`config.mk`:
```
export PLATFORM = sky130hd
export DESIGN_NAME = fetch_unit_flat
export DESIGN_NICKNAME = d
export VERILOG_FILES = /design/src/rtl/fetch_unit_if.sv /design/src/rtl/fetch_unit.sv /design/src/flat_wrapper.sv
export SDC_FILE = /design/constraint.sdc
export NUM_CORES = 1
export LEC_CHECK = 0
export ABC_AREA = 1
export BUFFER_PORTS_ARGS = -buffer_cell sky130_fd_sc_hd__buf_2
export CORE_ASPECT_RATIO = 1.4
export CORE_UTILIZATION = 60
export CTS_BUF_LIST = sky130_fd_sc_hd__clkbuf_4
export CTS_CLUSTER_DIAMETER = 80
export CTS_CLUSTER_SIZE = 30
export DETAILED_ROUTE_END_ITERATION = 10
export PLACE_DENSITY_LB_ADDON = 0.25
export SLEW_MARGIN = 40
export SYNTH_ARGS = -nofsm -noshare
export SYNTH_HDL_FRONTEND = slang
export SYNTH_SLANG_ARGS = --single-unit
```
`constraint.sdc`:
```
create_clock -name clk -period 7.4 [get_ports clk]
set_input_delay 0 -clock clk [delete_from_list [all_inputs] [get_ports clk]]
set_output_delay 0 -clock clk [all_outputs]
set_load 0.02 [all_outputs]
```
`src/rtl/fetch_unit_if.sv`:
```
// Fetch-unit boundary: branch redirect from execute, instruction-memory request/response
// port, and the decode-side valid/ready handshake.
interface fetch_unit_if #(
  parameter int DATA_WIDTH = 32
);
  logic                  redirect_valid;
  logic [DATA_WIDTH-1:0] redirect_pc;

  logic                  imem_req_valid;
  logic [DATA_WIDTH-1:0] imem_req_addr;
  logic                  imem_req_ready;
  logic                  imem_rsp_valid;
  logic [DATA_WIDTH-1:0] imem_rsp_data;

  logic                  dec_valid;
  logic [DATA_WIDTH-1:0] dec_instr;
  logic [DATA_WIDTH-1:0] dec_pc;
  logic [DATA_WIDTH-1:0] dec_pc_plus4;
  logic                  dec_ready;

  modport master (
    input  redirect_valid, redirect_pc,
    output imem_req_valid, imem_req_addr,
    input  imem_req_ready, imem_rsp_valid, imem_rsp_data,
    output dec_valid, dec_instr, dec_pc, dec_pc_plus4,
    input  dec_ready
  );

  modport slave (
    output redirect_valid, redirect_pc,
    input  imem_req_valid, imem_req_addr,
    output imem_req_ready, imem_rsp_valid, imem_rsp_data,
    input  dec_valid, dec_instr, dec_pc, dec_pc_plus4,
    output dec_ready
  );
endinterface

```
`src/rtl/fetch_unit.sv`:
```
// Instruction-fetch front end: credit-limited in-order requests to instruction memory,
// a PC queue for in-flight fetches, and an instruction FIFO feeding decode.
module fetch_unit #(
  parameter int                    DATA_WIDTH   = 32,
  parameter logic [DATA_WIDTH-1:0] RESET_VECTOR = '0,
  parameter int                    FIFO_DEPTH   = 4
) (
  input logic          clk,
  input logic          rst_n,
  fetch_unit_if.master bus
);

  localparam int PTR_W = $clog2(FIFO_DEPTH);
  localparam int CNT_W = PTR_W + 1;
  localparam logic [CNT_W:0] CREDITS = (CNT_W + 1)'(FIFO_DEPTH);

  typedef logic [DATA_WIDTH-1:0] word_t;

  typedef struct packed {
    word_t instr;
    word_t pc;
    word_t pc_plus4;
  } entry_t;

  word_t            fetch_pc;

  word_t            pcq_mem [FIFO_DEPTH];
  logic [PTR_W-1:0] pcq_wr;
  logic [PTR_W-1:0] pcq_rd;
  logic [CNT_W-1:0] inflight_cnt;
  logic [CNT_W-1:0] drop_cnt;

  entry_t           fifo_mem [FIFO_DEPTH];
  logic [PTR_W-1:0] fifo_wr;
  logic [PTR_W-1:0] fifo_rd;
  logic [CNT_W-1:0] fifo_cnt;

  logic [CNT_W:0]   credit_used;
  logic             req_fire;
  logic             rsp_fire;
  logic             push;
  logic             pop;
  logic             fifo_empty;
  word_t            rsp_pc;
  entry_t           head;

  // NOTE: combinational logic uses blocking assignments and gives every signal a value
  // on every path, so no latch can be inferred.
  always_comb begin
    credit_used = {1'b0, inflight_cnt} + {1'b0, fifo_cnt};
    fifo_empty  = (fifo_cnt == '0);
    rsp_pc      = pcq_mem[pcq_rd];
    head        = fifo_mem[fifo_rd];

    // A response is only meaningful when a request is outstanding; stray ones are ignored.
    rsp_fire = bus.imem_rsp_valid && (inflight_cnt != '0);
    push     = rsp_fire && (drop_cnt == '0) && !bus.redirect_valid;
    pop      = !fifo_empty && bus.dec_ready && !bus.redirect_valid;

    bus.imem_req_valid = rst_n && !bus.redirect_valid && (credit_used < CREDITS);
    bus.imem_req_addr  = fetch_pc;
    req_fire           = bus.imem_req_valid && bus.imem_req_ready;

    bus.dec_valid    = !fifo_empty;
    bus.dec_instr    = fifo_empty ? '0 : head.instr;
    bus.dec_pc       = fifo_empty ? '0 : head.pc;
    bus.dec_pc_plus4 = fifo_empty ? '0 : head.pc_plus4;
  end

  always_ff @(posedge clk or negedge rst_n) begin
    if (!rst_n) begin
      fetch_pc     <= RESET_VECTOR;
      pcq_wr       <= '0;
      pcq_rd       <= '0;
      inflight_cnt <= '0;
      drop_cnt     <= '0;
      fifo_wr      <= '0;
      fifo_rd      <= '0;
      fifo_cnt     <= '0;
    end else begin
      if (bus.redirect_valid) begin
        fetch_pc <= {bus.redirect_pc[DATA_WIDTH-1:2], 2'b00};
      end else if (req_fire) begin
        fetch_pc <= fetch_pc + word_t'(4);
      end

      if (req_fire) pcq_wr <= pcq_wr + PTR_W'(1);
      if (rsp_fire) pcq_rd <= pcq_rd + PTR_W'(1);

      unique case ({req_fire, rsp_fire})
        2'b10:   inflight_cnt <= inflight_cnt + CNT_W'(1);
        2'b01:   inflight_cnt <= inflight_cnt - CNT_W'(1);
        default: ;
      endcase

      // Everything still outstanding after this cycle's response belongs to the old path.
      if (bus.redirect_valid) begin
        drop_cnt <= inflight_cnt - CNT_W'(rsp_fire);
      end else if (rsp_fire && (drop_cnt != '0)) begin
        drop_cnt <= drop_cnt - CNT_W'(1);
      end

      if (bus.redirect_valid) begin
        fifo_rd  <= fifo_wr;
        fifo_cnt <= '0;
      end else begin
        if (push) fifo_wr <= fifo_wr + PTR_W'(1);
        if (pop)  fifo_rd <= fifo_rd + PTR_W'(1);
        unique case ({push, pop})
          2'b10:   fifo_cnt <= fifo_cnt + CNT_W'(1);
          2'b01:   fifo_cnt <= fifo_cnt - CNT_W'(1);
          default: ;
        endcase
      end
    end
  end

  // NOTE: the storage arrays are not reset; nothing reads an entry before it is written,
  // and the dec_* outputs are forced to zero while the FIFO is empty.
  always_ff @(posedge clk) begin
    if (req_fire) pcq_mem[pcq_wr] <= fetch_pc;
    if (push) begin
      fifo_mem[fifo_wr] <= '{instr: bus.imem_rsp_data, pc: rsp_pc, pc_plus4: rsp_pc + word_t'(4)};
    end
  end

endmodule

```
`src/flat_wrapper.sv`:
```
// flat-port wrapper written by rule: the top's interface ports become plain ports
module fetch_unit_flat 
#(
  parameter int                    DATA_WIDTH   = 32,
  parameter logic [DATA_WIDTH-1:0] RESET_VECTOR = '0,
  parameter int                    FIFO_DEPTH   = 4
)
  (clk, rst_n, bus_redirect_valid, bus_redirect_pc, bus_imem_req_valid, bus_imem_req_addr, bus_imem_req_ready, bus_imem_rsp_valid, bus_imem_rsp_data, bus_dec_valid, bus_dec_instr, bus_dec_pc, bus_dec_pc_plus4, bus_dec_ready);
  fetch_unit_if #(.DATA_WIDTH(DATA_WIDTH)) bus_i ();
  input logic clk;
  input logic rst_n;
  input wire logic [$bits(bus_i.redirect_valid)-1:0] bus_redirect_valid;
  input wire logic [$bits(bus_i.redirect_pc)-1:0] bus_redirect_pc;
  output wire logic [$bits(bus_i.imem_req_valid)-1:0] bus_imem_req_valid;
  output wire logic [$bits(bus_i.imem_req_addr)-1:0] bus_imem_req_addr;
  input wire logic [$bits(bus_i.imem_req_ready)-1:0] bus_imem_req_ready;
  input wire logic [$bits(bus_i.imem_rsp_valid)-1:0] bus_imem_rsp_valid;
  input wire logic [$bits(bus_i.imem_rsp_data)-1:0] bus_imem_rsp_data;
  output wire logic [$bits(bus_i.dec_valid)-1:0] bus_dec_valid;
  output wire logic [$bits(bus_i.dec_instr)-1:0] bus_dec_instr;
  output wire logic [$bits(bus_i.dec_pc)-1:0] bus_dec_pc;
  output wire logic [$bits(bus_i.dec_pc_plus4)-1:0] bus_dec_pc_plus4;
  input wire logic [$bits(bus_i.dec_ready)-1:0] bus_dec_ready;
  assign bus_i.redirect_valid = bus_redirect_valid;
  assign bus_i.redirect_pc = bus_redirect_pc;
  assign bus_imem_req_valid = bus_i.imem_req_valid;
  assign bus_imem_req_addr = bus_i.imem_req_addr;
  assign bus_i.imem_req_ready = bus_imem_req_ready;
  assign bus_i.imem_rsp_valid = bus_imem_rsp_valid;
  assign bus_i.imem_rsp_data = bus_imem_rsp_data;
  assign bus_dec_valid = bus_i.dec_valid;
  assign bus_dec_instr = bus_i.dec_instr;
  assign bus_dec_pc = bus_i.dec_pc;
  assign bus_dec_pc_plus4 = bus_i.dec_pc_plus4;
  assign bus_i.dec_ready = bus_dec_ready;
  fetch_unit #(.DATA_WIDTH(DATA_WIDTH), .RESET_VECTOR(RESET_VECTOR), .FIFO_DEPTH(FIFO_DEPTH)) u_core (.clk(clk), .rst_n(rst_n), .bus(bus_i));
endmodule
```
==> results.yml <==
run_status:
  status: "complete, no violations"
worst_setup_path:
  slowest_delay_ps: 830
  worstSetupPathType: "reg2out"
  worstPathRequired_ps: 7400
  start_kind: "flip-flop"
  critPathCaptureType: "output pin"
  slowest_stage: "dfrtp_4"
  path_cells: "inv_4 -> buf_4 -> buf_12 -> o21ai_0 -> a21oi_1 -> buf_2"
  arrival_ps: 3840
  crit_fanout: 91
clocking:
  cts_hold_buf: 172
  cts_buffers: 21
  cts_resized: 0
  cts.sinks: 535
  clock_latency_ps: 850
  clock_path_buffers: 3
  cts_setup_buffers: 0
  cts_tree: "done"
  cts.htree.levels: 1
  clk_pin_slew_ps: 280
  root_buffer: "clkbuf_4"
final_layout:
  final_area_um2: 26900
  fillers: 2702
  syn_to_final_growth_pct: 14.5
  drive_gt1_share_pct: 11.9
  layout.nets: 2645
  final_core_util_pct: 70.0
timing:
  tns_ps: 0
  fmax_ghz: 0.260
  maxSlewViolCount: 0
  fin_skew_ps: 56.2
  fin_hold_ws_ps: 78.7
  finalHoldViolations: 0
  setup_viol: 0
  min_period_ps: 3840
  rsz0062_at_grt: "no"
  relSlewSlack_pct: 45.7
  tightest_slew_ps: 815
  timing.final.crit_share_pct: 51.9
routing:
  post_drt_wl_per_cell_um: 18.3
  viasPerCell: 5.62
  detail-route-antenna-nets: 0
  first_pass_iters: 5
  drt-total-wl_um: 56800
  drt_iter0_markers: 1662
  drc: 0
  dr_total_vias: 17400
logic_synthesis:
  syn_area_per_cell_um2: 10.4
  synthFlopType: "edfxtp_1"
  ys_seq_area_share_pct: 67.3
  synthArstFlopShare_pct: 8.79
  synth_seq_cells: 535
  synth_cells: 2252
  synth_area_um2: 23500
  ys_types: 37
  ys.warnings.count: 0
  synth_edf_count: 488
die:
  initial_utilization_pct: 61.1
  fp.dieW_um: 169
  die_h_um: 236
  num_rows: 85
  io_pins: 200
  core_area_um2: 38500
  die_area_um2: 40000
grt:
  antenna_found_initial: 2
  grt_max_degree: 95
  grt_pass1_vias: 16800
  grt-ovfl-total: 0
  grt_usage_pct: 28.1
  grt_pass1_wl_um: 86500
power:
  peakVddDrop_uv: 213
  leakage_nw: 10.4
  p_per_area_nw_per_um2: 349
  power.total_mw: 9.40
placed_design:
  port_buffers: 191
  gp_congestion: 0.887
  postPlaceCellArea_um2: 24900
  hpwl_um: 33800
job:
  maxCapViolations: 0
min_path:
  hp-class: "in2reg"
## critical path: cells and delay by family, from the launching register on
family	cells	cell delay, ps
flip-flops	1	830
AO/OA/AOI/OAI	2	400
buffers and inverters	4	1700
## sequential cells by signal, indices dropped and copies added, names as in the netlist
register / count
u_core.bus.imem_req_addr: 30
u_core.fifo_cnt: 3
u_core.pcq_mem: 120
u_core.inflight_cnt: 3
u_core.fifo_mem: 368
u_core.fifo_wr: 2
u_core.pcq_rd: 2
u_core.pcq_wr: 2
u_core.drop_cnt: 3
u_core.fifo_rd: 2
## power by group
part,total [mW],switching [mW],internal [mW]
clock,1.05,0.794,0.252
combinational,4.28,3.11,1.17
sequential,4.07,0.245,3.83
## per-stage QoR
step                      worst slack, ps  cells
final                                3560   3096
after global routing                 3330   3095
after CTS                            3340   3092
after detailed placement             4020   2882
after global placement               3730   2880
after floorplan                      1920   2257
## cell type report
cell class | count | area, µm² | area share, %
multi-input cells | 1487 | 6770 | 25.1
repair buffers | 387 | 2890 | 10.7
clock buffers | 36 | 270 | 1.00
diodes | 3 | 7.51 | 0.0279
well taps | 522 | 653 | 2.42
clock inverters | 2 | 33.8 | 0.125
flip-flops and latches | 535 | 15800 | 58.8
inverters | 124 | 473 | 1.76
## cell usage in the layout (no fill, tap or decap), types with 4 or more instances in the layout
cell / count
clkbuf_4: 36
nand2_2: 17
ha_1: 17
inv_1: 115
a21oi_1: 97
nand2_1: 456
inv_2: 7
nor2_1: 465
xnor2_1: 4
nor3_1: 11
dlygate4sd3_1: 172
edfxtp_1: 488
nand4_1: 15
buf_2: 191
nand3_1: 93
o21ai_0: 220
nor2_2: 14
xor2_1: 33
o211ai_1: 12
conb_1: 6
nor2_4: 7
o21bai_1: 4
dfrtp_1: 44
buf_4: 19
## final timing paths
check | from | to | slack, ps | cells past startpoint
max in group asynchronous | rst_n | u_core.fifo_rd[1] | 6550 | 4
setup reg to reg | u_core.pcq_rd[1] | u_core.fifo_mem[1][16] | 4050 | 10
min in group asynchronous | rst_n | u_core.bus.imem_req_addr[4] | 350 | 4
hold / removal | bus_imem_rsp_valid | u_core.pcq_rd[0] | 80 | 5
hold reg to reg | u_core.inflight_cnt[0] | u_core.inflight_cnt[0] | 530 | 1
setup / recovery | u_core.fifo_rd[0] | bus_dec_pc_plus4[4] | 3560 | 6
## cells by family after synthesis
group / after synthesis / synth area share [%]
DFF: 535 / 67.3
and+or+nand+nor: 1085 / 18.5
adders and majority gates: 19 / 1.07
AOI/OAI and AO/OA: 340 / 7.48
xor gates and xnor gates: 37 / 1.38
buffers and inverters: 235 / 4.20
other: 1 / 0.0159
## metal layers
| layer | global-route usage [%] | share of wire (%) |
|---|---|---|
| met3 | 2.42 | 6.5 |
| met1 | 34.5 | 38 |
| met2 | 51.1 | 52 |
| met4 | 11.0 | 3.3 |
| met5 | 0 | 0 |
## cell usage after synthesis, drive strengths merged, types with 2 or more instances
| master | count | area share, % |
|---|---|---|
| a21oi | 97 | 2.1 |
| buf | 55 | 1.3 |
| clkbuf | 56 | 0.90 |
| dfrtp | 47 | 5.0 |
| edfxtp | 488 | 62 |
| fa | 2 | 0.17 |
| ha | 17 | 0.90 |
| inv | 124 | 2.0 |
| nand2 | 473 | 7.7 |
| nand3 | 95 | 2.1 |
| nand4 | 15 | 0.40 |
| nor2 | 486 | 8.0 |
| nor3 | 13 | 0.30 |
| o211ai | 12 | 0.38 |
| o21ai | 221 | 4.7 |
| o21bai | 4 | 0.13 |
| o221ai | 3 | 0.11 |
| xnor2 | 4 | 0.15 |
| xor2 | 33 | 1.2 |
No activity file was read; power rests on OpenSTA's default activity.
